$ cat config.mk
export PLATFORM = sky130hd
export DESIGN_NAME = bram_sdp_reader_flat
export DESIGN_NICKNAME = d
export VERILOG_FILES = /design/src/rtl/bram_sdp_reader_if.sv /design/src/rtl/bram_sdp_reader.sv /design/src/flat_wrapper.sv
export SDC_FILE = /design/constraint.sdc
export NUM_CORES = 1
export LEC_CHECK = 0
export CORE_UTILIZATION = 40
export CTS_CLUSTER_SIZE = 24
export DETAILED_ROUTE_END_ITERATION = 12
export HOLD_SLACK_MARGIN = 0.05
export PLACE_DENSITY = 0.76
export SYNTH_ARGS = -nofsm -noshare
export SYNTH_HDL_FRONTEND = slang
export SYNTH_SLANG_ARGS = --single-unit
$ cat constraint.sdc
create_clock -name clk -period 7.2 [get_ports clk]
set_input_delay 1.08 -clock clk [delete_from_list [all_inputs] [get_ports clk]]
set_output_delay 1.08 -clock clk [all_outputs]
set_load 0.1 [all_outputs]
$ cat src/rtl/bram_sdp_reader_if.sv
// Request/response stream bundle for the BRAM port-B read controller.
// The master side issues read addresses and consumes the returned data.
interface bram_sdp_reader_if #(
   parameter int ADDR_WIDTH = 9,
   parameter int DATA_WIDTH = 32
);
   logic                  req_valid;
   logic                  req_ready;
   logic [ADDR_WIDTH-1:0] req_addr;
   logic                  rsp_valid;
   logic                  rsp_ready;
   logic [DATA_WIDTH-1:0] rsp_data;

   modport master (
      output req_valid, req_addr, rsp_ready,
      input  req_ready, rsp_valid, rsp_data
   );

   modport slave (
      input  req_valid, req_addr, rsp_ready,
      output req_ready, rsp_valid, rsp_data
   );
endinterface

$ cat src/rtl/bram_sdp_reader.sv
// BRAM port-B read controller: valid/ready requests in, in-order responses out,
// 2-entry skid buffer and write-first forwarding of same-cycle port-A writes.
module bram_sdp_reader #(
   parameter int ADDR_WIDTH = 9,
   parameter int DATA_WIDTH = 32
) (
   input  logic                  clk,
   input  logic                  rst_n,
   bram_sdp_reader_if.slave      bus,
   output logic                  bram_enb,
   output logic [ADDR_WIDTH-1:0] bram_addrb,
   input  logic [DATA_WIDTH-1:0] bram_dob,
   input  logic                  wr_en,
   input  logic [ADDR_WIDTH-1:0] wr_addr,
   input  logic [DATA_WIDTH-1:0] wr_data
);

   logic                  inflight;
   logic [1:0]            cnt;
   logic                  rd_ptr;
   logic                  wr_ptr;
   logic                  hit;
   logic [DATA_WIDTH-1:0] byp_data;
   logic [DATA_WIDTH-1:0] buf_mem [2];

   logic [1:0]            occ;
   logic                  pop;
   logic                  accept;
   logic                  capture;
   logic                  release_buf;
   logic [DATA_WIDTH-1:0] read_data;

   always_comb begin
      occ           = cnt + {1'b0, inflight};
      read_data     = hit ? byp_data : bram_dob;
      bus.rsp_valid = (cnt != 2'd0) || inflight;
      bus.rsp_data  = (cnt != 2'd0) ? buf_mem[rd_ptr] : read_data;
      pop           = bus.rsp_valid && bus.rsp_ready;
      // Gated by rst_n so no request is taken (or BRAM read issued) during reset.
      bus.req_ready = rst_n && ((occ < 2'd2) || pop);
      accept        = bus.req_valid && bus.req_ready;
      // Fall-through: data popped in its first cycle never enters the buffer.
      capture       = inflight && !((cnt == 2'd0) && pop);
      release_buf   = pop && (cnt != 2'd0);
   end

   assign bram_enb   = accept;
   assign bram_addrb = bus.req_addr;

   always_ff @(posedge clk or negedge rst_n) begin
      if (!rst_n) begin
         inflight <= 1'b0;
         cnt      <= '0;
         rd_ptr   <= 1'b0;
         wr_ptr   <= 1'b0;
         hit      <= 1'b0;
      end else begin
         inflight <= accept;
         cnt      <= cnt + {1'b0, capture} - {1'b0, release_buf};
         if (capture)
            wr_ptr <= ~wr_ptr;
         if (release_buf)
            rd_ptr <= ~rd_ptr;
         if (accept)
            hit <= wr_en && (wr_addr == bus.req_addr);
      end
   end

   always_ff @(posedge clk) begin
      if (accept)
         byp_data <= wr_data;
      if (capture)
         buf_mem[wr_ptr] <= read_data;
   end

endmodule
$ cat src/flat_wrapper.sv
// flat-port wrapper written by rule: the top's interface ports become plain ports
module bram_sdp_reader_flat 
#(
   parameter int ADDR_WIDTH = 9,
   parameter int DATA_WIDTH = 32
)
  (clk, rst_n, bram_enb, bram_addrb, bram_dob, wr_en, wr_addr, wr_data, bus_req_valid, bus_req_addr, bus_rsp_ready, bus_req_ready, bus_rsp_valid, bus_rsp_data);
  bram_sdp_reader_if #(.ADDR_WIDTH(ADDR_WIDTH), .DATA_WIDTH(DATA_WIDTH)) bus_i ();
  input  logic clk;
  input  logic rst_n;
  output logic bram_enb;
  output logic [ADDR_WIDTH-1:0] bram_addrb;
  input  logic [DATA_WIDTH-1:0] bram_dob;
  input  logic wr_en;
  input  logic [ADDR_WIDTH-1:0] wr_addr;
  input  logic [DATA_WIDTH-1:0] wr_data;
  input wire logic [$bits(bus_i.req_valid)-1:0] bus_req_valid;
  input wire logic [$bits(bus_i.req_addr)-1:0] bus_req_addr;
  input wire logic [$bits(bus_i.rsp_ready)-1:0] bus_rsp_ready;
  output wire logic [$bits(bus_i.req_ready)-1:0] bus_req_ready;
  output wire logic [$bits(bus_i.rsp_valid)-1:0] bus_rsp_valid;
  output wire logic [$bits(bus_i.rsp_data)-1:0] bus_rsp_data;
  assign bus_i.req_valid = bus_req_valid;
  assign bus_i.req_addr = bus_req_addr;
  assign bus_i.rsp_ready = bus_rsp_ready;
  assign bus_req_ready = bus_i.req_ready;
  assign bus_rsp_valid = bus_i.rsp_valid;
  assign bus_rsp_data = bus_i.rsp_data;
  bram_sdp_reader #(.ADDR_WIDTH(ADDR_WIDTH), .DATA_WIDTH(DATA_WIDTH)) u_core (.clk(clk), .rst_n(rst_n), .bus(bus_i), .bram_enb(bram_enb), .bram_addrb(bram_addrb), .bram_dob(bram_dob), .wr_en(wr_en), .wr_addr(wr_addr), .wr_data(wr_data));
endmodule
==> results.json, run 1 <==
{
  "cp-end-kind": "output pin",
  "viasPerCell": 4.77,
  "setup_viol": 0,
  "insertion_delay_ns": 0.35,
  "hold_viol": 0,
  "rsz0062_at_grt": "no",
  "cts_tree": "yes",
  "synth.cell_area_sq_um": 4390,
  "route.vias.total": 2606,
  "cts.sinks": 102,
  "grt_max_degree": 67,
  "syn_avg_cell_area_sq_um": 15.3,
  "antenna_cells": 0,
  "cts_max_level": 3,
  "dieArea_sq_um": 11400,
  "die_y_um": 107,
  "antenna_found_initial": 0,
  "finClkSkew_ns": 0.00685,
  "hold_slack_ns": 0.564,
  "nFillCells": 885,
  "grt_pass1_vias": 2750,
  "placement.io_buffers": 130,
  "arrival_ns": 4.04,
  "num_rows": 37,
  "finalSetupTns_ns": 0,
  "drt-initial-drc-count": 75,
  "wirelength_met1_um": 3700,
  "max_freq_ghz": 0.195,
  "critPathKind": "input port to output pin",
  "path_clk_slew_ns": 0.09,
  "hold_buffers": 0,
  "ys.flop_type": "edfxtp_1",
  "cts_made_buffers": 9,
  "period_share_pct": 71.1,
  "syn_nets": 375,
  "cts.path.max_buffers": 2,
  "die_width_um": 107,
  "met3_length_um": 608,
  "rr_worst_depth": 3,
  "detail-route-antenna-nets": 0,
  "drtPass1Iterations": 6,
  "status": "completed",
  "hold_class": "register to register",
  "drv_slew": 0,
  "coreArea_sq_um": 10500,
  "start_util_pct": 42.0,
  "seq_area_frac_synth_pct": 69.1,
  "routed.top_layer": "met4",
  "fin_crit_ns": 5.12,
  "required_ns": 6.12,
  "gp_congestion": 0.702,
  "maxSlewHeadroom_pct": 18.9,
  "fin_nets": 493,
  "startpoint_type": "input port",
  "drc_errors": 0,
  "synth_edf_count": 96,
  "maxCapViolCount": 0,
  "hpwl_um": 5550,
  "ctsResizeCount": 0,
  "postCtsSetupBuffers": 0,
  "grt_usage_pct": 15.8,
  "ys_warn_count": 0,
  "ys_types": 24,
  "area_growth_pct": 35.5,
  "grt_pass1_wl_um": 13500,
  "whs_path_depth": 1,
  "async_reset_ff_share_pct": 5.88,
  "tightest_slew_ns": 1.21,
  "synth_seq_cells": 102,
  "routed_wl_um": 8610,
  "netlist_instances": 287,
  "ctsRootBufferMaster": "clkbuf_8",
  "cp_max_fo": 35,
  "drive_gt1_share_pct": 12.9,
  "grt_overflow_total": 0,
  "dr_wl_met2_um": 4210,
  "post_drt_wl_per_cell_um": 15.8,
  "ios": 131
}
area by class of cell:
type                            instances  area [sq um]  share of cell area [%]
Timing Repair Buffer                  131          1310                    22.0
Inverter                                2          7.51                   0.126
Clock buffer                           10           128                    2.15
Tap cell                              136           170                    2.86
Sequential cell                       102          3030                    51.0
Clock inverter                          6          76.3                    1.28
Multi-Input combinational cell        159          1220                    20.6
through the flow:
stage                     area (sq um)  setup WS, ns  cells  utilization (%)
after floorplan                   4390          3.18    287                -
after global placement            5750          2.15    530             54.9
after detailed placement          5750          2.05    530             54.9
after CTS                         5950          2.02    546             56.9
after global routing              5950          1.94    546             56.9
final                             5950          2.08    546             56.9
critical path: stages:
cell and delay, ns:
clkdlybuf4s50_1 0.67, o211a_2 0.98, clkdlybuf4s50_1 1.30
registers in the layout, summed over array words and instances, names as in the netlist:
register	cells
u_core.wr_ptr	1
u_core.inflight	1
u_core.byp_data	32
u_core.cnt	2
u_core.buf_mem	64
u_core.hit	1
u_core.rd_ptr	1
logic make-up after synthesis:
kind of cell	share of synthesized area (%)
AO/OA/AOI/OAI	4.27
XOR/XNOR	2.99
AND/OR/NAND/NOR	3.99
flip-flops	69.1
buffers and inverters	3.56
multiplexers	15.8
adder cells (fa/ha/maj)	0.285
routing by layer:
metal / up-vias / GRT usage (%)
met3: 8 / 4.38
met2: 106 / 26.4
li1: 1286 / -
met5: - / 0
met1: 1206 / 20.0
met4: 0 / 4.99
cell usage after synthesis (2+ instances only):
cell       n  area share (%)
mux2_2    32             8.2
buf_2     11             1.3
mux2i_1   32             7.3
nor2_1     3            0.26
xor2_1     3            0.60
dfrtp_1    6             3.4
o21ai_0   32             3.6
inv_1      2            0.17
edfxtp_1  96              66
clkbuf_1   2            0.17
xnor2_1   12             2.4
buf_4     10             1.7
nand2_1   34             2.9
nand4_1    2            0.28
placed cells by master (no fill, tap or decap), types with 5 or more instances in the layout:
cell             netlist  routed
clkdlybuf4s50_1        0     130
edfxtp_1              96      96
nand2_1               34      34
mux2_2                32      32
mux2i_1               32      32
o21ai_0               32      32
xnor2_1               12      12
clkbuf_8               0       9
dfrtp_1                6       5
final timing paths:
path	startpoint	to	slack (ns)
worst max-delay path	rst_n	bram_enb	2.08
worst min-delay path	u_core.wr_ptr	u_core.wr_ptr	0.56
worst max register to register	u_core.cnt[1]	u_core.buf_mem[0][13]	4.84
worst min register to register	u_core.wr_ptr	u_core.wr_ptr	0.56
max in group asynchronous	rst_n	u_core.rd_ptr	5.94
min in group asynchronous	rst_n	u_core.inflight	0.99
Power of run 1 is not shown: default switching activity piles up to over one toggle a cycle in this logic, so the estimate is an artifact.
==> run 2, diff against run 1 <==
--- a/config.mk
+++ b/config.mk
@@ -9,7 +9,7 @@
 export CTS_CLUSTER_SIZE = 24
 export DETAILED_ROUTE_END_ITERATION = 12
 export HOLD_SLACK_MARGIN = 0.05
-export PLACE_DENSITY = 0.76
+export PLACE_DENSITY = 0.78
 export SYNTH_ARGS = -nofsm -noshare
 export SYNTH_HDL_FRONTEND = slang
 export SYNTH_SLANG_ARGS = --single-unit
==> constraint.sdc (replaced) <==
create_clock -name clk -period 4.15 [get_ports clk]
set_input_delay 0.6225 -clock clk [delete_from_list [all_inputs] [get_ports clk]]
set_output_delay 0.6225 -clock clk [all_outputs]
set_load 0.1 [all_outputs]
==> results.json, run 2 (synthesis gave the netlist of run 1 again) <==
{
  "post_dp_cell_area_sq_um": 5660,
  "fin_nets": 494,
  "drv_slew": 0,
  "required_ns": 3.53,
  "route.vias.total": 2635,
  "multi_input_area_sq_um": 1220,
  "grt_overflow_total": 0,
  "final_cell_mix": "96 x edfxtp_1, 94 x clkdlybuf4s50_1, 38 x buf_4",
  "layout.cells.non_filler": 547,
  "cp_common_cell": "buf_4",
  "drc_errors": 0,
  "dieArea_sq_um": 11400,
  "drive_gt1_share_pct": 21.9,
  "nFillCells": 869,
  "seq_area_sq_um": 3030,
  "hold_viol": 0,
  "coreArea_sq_um": 10500,
  "grt_usage_pct": 15.5,
  "grt_pass1_wl_um": 13500,
  "fin_crit_ns": 3.05,
  "drt-initial-drc-count": 106,
  "crit_chain": "buf_4, mux2_2, nand2_1, o21ai_0, buf_4",
  "cp_num_buf_inv": 2,
  "ctsResizeCount": 0,
  "post-place-cells": 531,
  "cts.sinks": 102,
  "drtPass1Iterations": 6,
  "setup_viol": 0,
  "critPathKind": "register to output pin",
  "hold_buffers": 0,
  "crit_family": "flip-flops",
  "ctsRootBufferMaster": "clkbuf_8",
  "period_share_pct": 73.6,
  "grt_max_degree": 67,
  "cts.path.max_buffers": 2,
  "placement.io_buffers": 130,
  "status": "completed",
  "num_rows": 37,
  "start_util_pct": 42.0,
  "cp-end-kind": "output pin",
  "area_growth_pct": 32.6,
  "ios": 131,
  "final_common_cell": "edfxtp_1",
  "finalSetupTns_ns": 0,
  "insertion_delay_ns": 0.35,
  "routed_wl_um": 8440,
  "startpoint_type": "register",
  "grt_pass1_vias": 2754,
  "rsz0062_at_grt": "no",
  "maxCapViolCount": 0,
  "detail-route-antenna-nets": 0,
  "gp_congestion": 0.670,
  "largest_reg_flops": 64,
  "viasPerCell": 4.82,
  "die_width_um": 107,
  "hold_class": "input port to async pin",
  "slowest_delay_ns": 0.78,
  "max_freq_ghz": 0.328,
  "post_drt_wl_per_cell_um": 15.4,
  "largest_register": "u_core.buf_mem",
  "path_clk_slew_ns": 0.09,
  "crit_slowest_cell": "dfrtp_1",
  "cp_max_fo": 18,
  "finClkSkew_ns": 0.0114,
  "arrival_ns": 2.43,
  "hpwl_um": 5640,
  "top_regs": "u_core.buf_mem x64, u_core.byp_data x32, u_core.cnt x2",
  "cts_tree": "yes",
  "final_util_pct": 55.6,
  "cts_max_level": 3,
  "die_y_um": 107,
  "tightest_slew_ns": 1.22,
  "cts_made_buffers": 9,
  "maxSlewHeadroom_pct": 18.4,
  "postCtsSetupBuffers": 0,
  "antenna_found_initial": 0,
  "fin_area_sq_um": 5820,
  "antenna_cells": 0
}
## run 2: cell types whose count changed in the layout (fill, tap and decap cells not counted), sizes merged
| cell | before | now |
|---|---|---|
| clkdlybuf4s50 | 130 | 94 |
| clkbuf | 10 | 12 |
| bufinv | 2 | 0 |
| clkinvlp | 0 | 2 |
| clkinv | 4 | 2 |
| buf | 1 | 38 |
## run 2: layout make-up
type,count,area share (%)
Timing Repair Buffer,132,21.1
Clock inverter,4,0.408
Sequential cell,102,52.1
Multi-Input combinational cell,159,21.0
Clock buffer,12,2.32
Inverter,2,0.129
Tap cell,136,2.92
## run 2: layer usage
metal / share of wire [%] / vias up / track usage, %
met5: 0 / - / 0
met3: 6.4 / 8 / 4.32
met4: 0.94 / 0 / 4.99
met2: 50 / 91 / 26.6
met1: 43 / 1249 / 18.9
li1: - / 1287 / -
## run 2: final timing paths
kind                       slack (ns)     startpoint  cells past startpoint               endpoint
min in group clk                 0.56  u_core.wr_ptr                      1          u_core.wr_ptr
hold reg to reg                  0.56  u_core.wr_ptr                      1          u_core.wr_ptr
hold / removal                   0.54          rst_n                      1             u_core.hit
max in group asynchronous        3.32          rst_n                      1          u_core.rd_ptr
setup / recovery                 1.10     u_core.hit                      5        bus_rsp_data[5]
setup reg to reg                 1.81  u_core.cnt[1]                      3  u_core.buf_mem[1][22]
## run 2: through the flow
step	setup slack (ns)	hold WS, ns
after floorplan	0.591	0.327
after global placement	1.26	0.534
after detailed placement	1.25	0.553
after CTS	1.04	0.539
after global routing	0.836	0.550
final	1.10	0.543
Power of run 2 is left out for the same reason.
==> run 3, diff against run 2 <==
==> constraint.sdc (replaced) <==
create_clock -name clk -period 2.5 [get_ports clk]
set_input_delay 0.375 -clock clk [delete_from_list [all_inputs] [get_ports clk]]
set_output_delay 0.375 -clock clk [all_outputs]
set_load 0.1 [all_outputs]
==> results.json, run 3 (synthesis gave the netlist of run 1 again) <==
{
  "fin_area_sq_um": 6520,
  "drive_gt1_share_pct": 32.6,
  "grt_pass1_vias": 2999,
  "start_util_pct": 42.0,
  "cts_made_buffers": 9,
  "maxSlewHeadroom_pct": 66.0,
  "status": "completed",
  "drtPass1Iterations": 4,
  "use_met2_pct": 28.9,
  "crit_chain": "buf_4, mux2i_1, o21ai_1, buf_12",
  "fin_crit_ns": 2.26,
  "setup_viol": 0,
  "viasPerCell": 4.87,
  "area_growth_pct": 48.5,
  "die_y_um": 107,
  "cts_max_level": 3,
  "cts.path.max_buffers": 2,
  "num_rows": 37,
  "ios": 131,
  "drv_slew": 0,
  "layout.cells.non_filler": 556,
  "final_cell_mix": "96 x edfxtp_1, 86 x clkdlybuf4s50_1, 37 x buf_12",
  "cp-end-kind": "output pin",
  "finClkSkew_ns": 0.00773,
  "slowest_delay_ns": 0.65,
  "cts.sinks": 102,
  "path_clk_slew_ns": 0.09,
  "antenna_found_initial": 0,
  "rr_worst_depth": 4,
  "r2r_setup_slack_ns": 0.67,
  "tightest_slew_ns": 0.509,
  "hold_viol": 0,
  "crit_slowest_cell": "dfrtp_4",
  "drc_errors": 0,
  "fin_nets": 503,
  "nFillCells": 767,
  "rsz0062_at_grt": "no",
  "post_dp_cell_area_sq_um": 6270,
  "maxCapViolCount": 0,
  "dieArea_sq_um": 11400,
  "insertion_delay_ns": 0.36,
  "cp_num_buf_inv": 2,
  "coreArea_sq_um": 10500,
  "required_ns": 2.12,
  "use_met3_pct": 4.56,
  "startpoint_type": "register",
  "final_common_cell": "edfxtp_1",
  "cts_tree": "yes",
  "cp_max_fo": 19,
  "placement.io_buffers": 130,
  "ctsRootBufferMaster": "clkbuf_8",
  "top_usage_layer": "met2",
  "crit_family": "flip-flops",
  "grt_pass1_wl_um": 14600,
  "largest_reg_flops": 64,
  "largest_register": "u_core.buf_mem",
  "hold_class": "input port to async pin",
  "worst_r2r_endpoint": "u_core.buf_mem[0][16]",
  "route.vias.total": 2708,
  "timing.rr.start": "u_core.cnt[1]",
  "arrival_ns": 1.89,
  "gp_congestion": 0.678,
  "grt_max_degree": 37,
  "antenna_cells": 0,
  "detail-route-antenna-nets": 0,
  "top_regs": "u_core.buf_mem x64, u_core.byp_data x32, u_core.cnt x2",
  "critPathKind": "register to output pin",
  "hpwl_um": 6500,
  "post_drt_wl_per_cell_um": 15.8,
  "grt_overflow_total": 0,
  "die_width_um": 107,
  "drt-initial-drc-count": 126,
  "post-place-cells": 540,
  "use_met1_pct": 20.5,
  "routed_wl_um": 8770,
  "period_share_pct": 90.5,
  "max_freq_ghz": 0.442,
  "grt_usage_pct": 16.9
}
## run 3: cell count changes in the layout (fill, tap and decap cells not counted), moves of 2 or more
| cell | previous run | this run |
|---|---|---|
| o21ai_2 | 0 | 27 |
| clkdlybuf4s50_1 | 94 | 86 |
| clkinvlp_4 | 2 | 0 |
| clkinv_4 | 0 | 2 |
| buf_4 | 38 | 18 |
| bufinv_16 | 0 | 3 |
| clkbuf_1 | 3 | 0 |
| o21ai_1 | 0 | 2 |
| buf_12 | 0 | 37 |
| o21ai_0 | 32 | 3 |
## run 3: timing repair
item | CTS | global route
resized for setup | 0 | 1
endpoints found under the hold margin | 0 | 0
setup endpoints to repair | 0 | 1
hold buffers | 0 | 0
setup buffers | 0 | 0
## run 3: worst register-to-register path, cell delays in order (launching register included)
cell	delay, ns
dfrtp_1	0.47
nor2_4	0.12
a21bo_2	0.30
nor2_4	0.42
buf_12	0.24
## run 3: layer usage
| metal | part of all wire (%) | vias up | wire (um) |
|---|---|---|---|
| met3 | 5.5 | 11 | 482 |
| met4 | 1.8 | 0 | 155 |
| met1 | 41 | 1288 | 3570 |
| met5 | 0 | - | 0 |
| met2 | 52 | 92 | 4560 |
| li1 | - | 1317 | - |
## run 3: worst max-delay path by stage
| stage | depth (start not counted) | slack [ns] | startpoint | endpoint |
|---|---|---|---|---|
| finish | 4 | 0.24 | u_core.rd_ptr | bus_rsp_data[2] |
| global route | 5 | 0.12 | u_core.cnt[1] | bus_rsp_data[20] |
| global placement | 4 | 0.45 | bus_rsp_ready | u_core.buf_mem[0][4] |
| CTS | 4 | 0.08 | u_core.rd_ptr | bus_rsp_data[2] |
| floorplan | 3 | -0.59 | u_core.cnt[1] | bus_rsp_data[0] |
| detailed placement | 4 | 0.40 | bus_rsp_ready | u_core.buf_mem[1][7] |
## run 3: through the flow
stage / util (%) / setup TNS (ns) / setup WS (ns) / hold WS (ns)
after global placement: 60.0 / 0 / 0.450 / 0.540
after detailed placement: 60.0 / 0 / 0.402 / 0.544
after global routing: 62.3 / 0 / 0.119 / 0.317
after floorplan: - / -1.88 / -0.590 / 0.0794
final: 62.3 / 0 / 0.238 / 0.313
after CTS: 62.3 / 0 / 0.0835 / 0.290
## run 3: cell type report
type	instances	area [sq um]	area share, %
Inverter	2	7.51	0.115
Clock buffer	9	124	1.90
Tap cell	136	170	2.61
Clock inverter	7	121	1.86
Multi-Input combinational cell	159	1330	20.3
Sequential cell	102	3040	46.6
Timing Repair Buffer	141	1740	26.6
Power of run 3 is left out for the same reason.
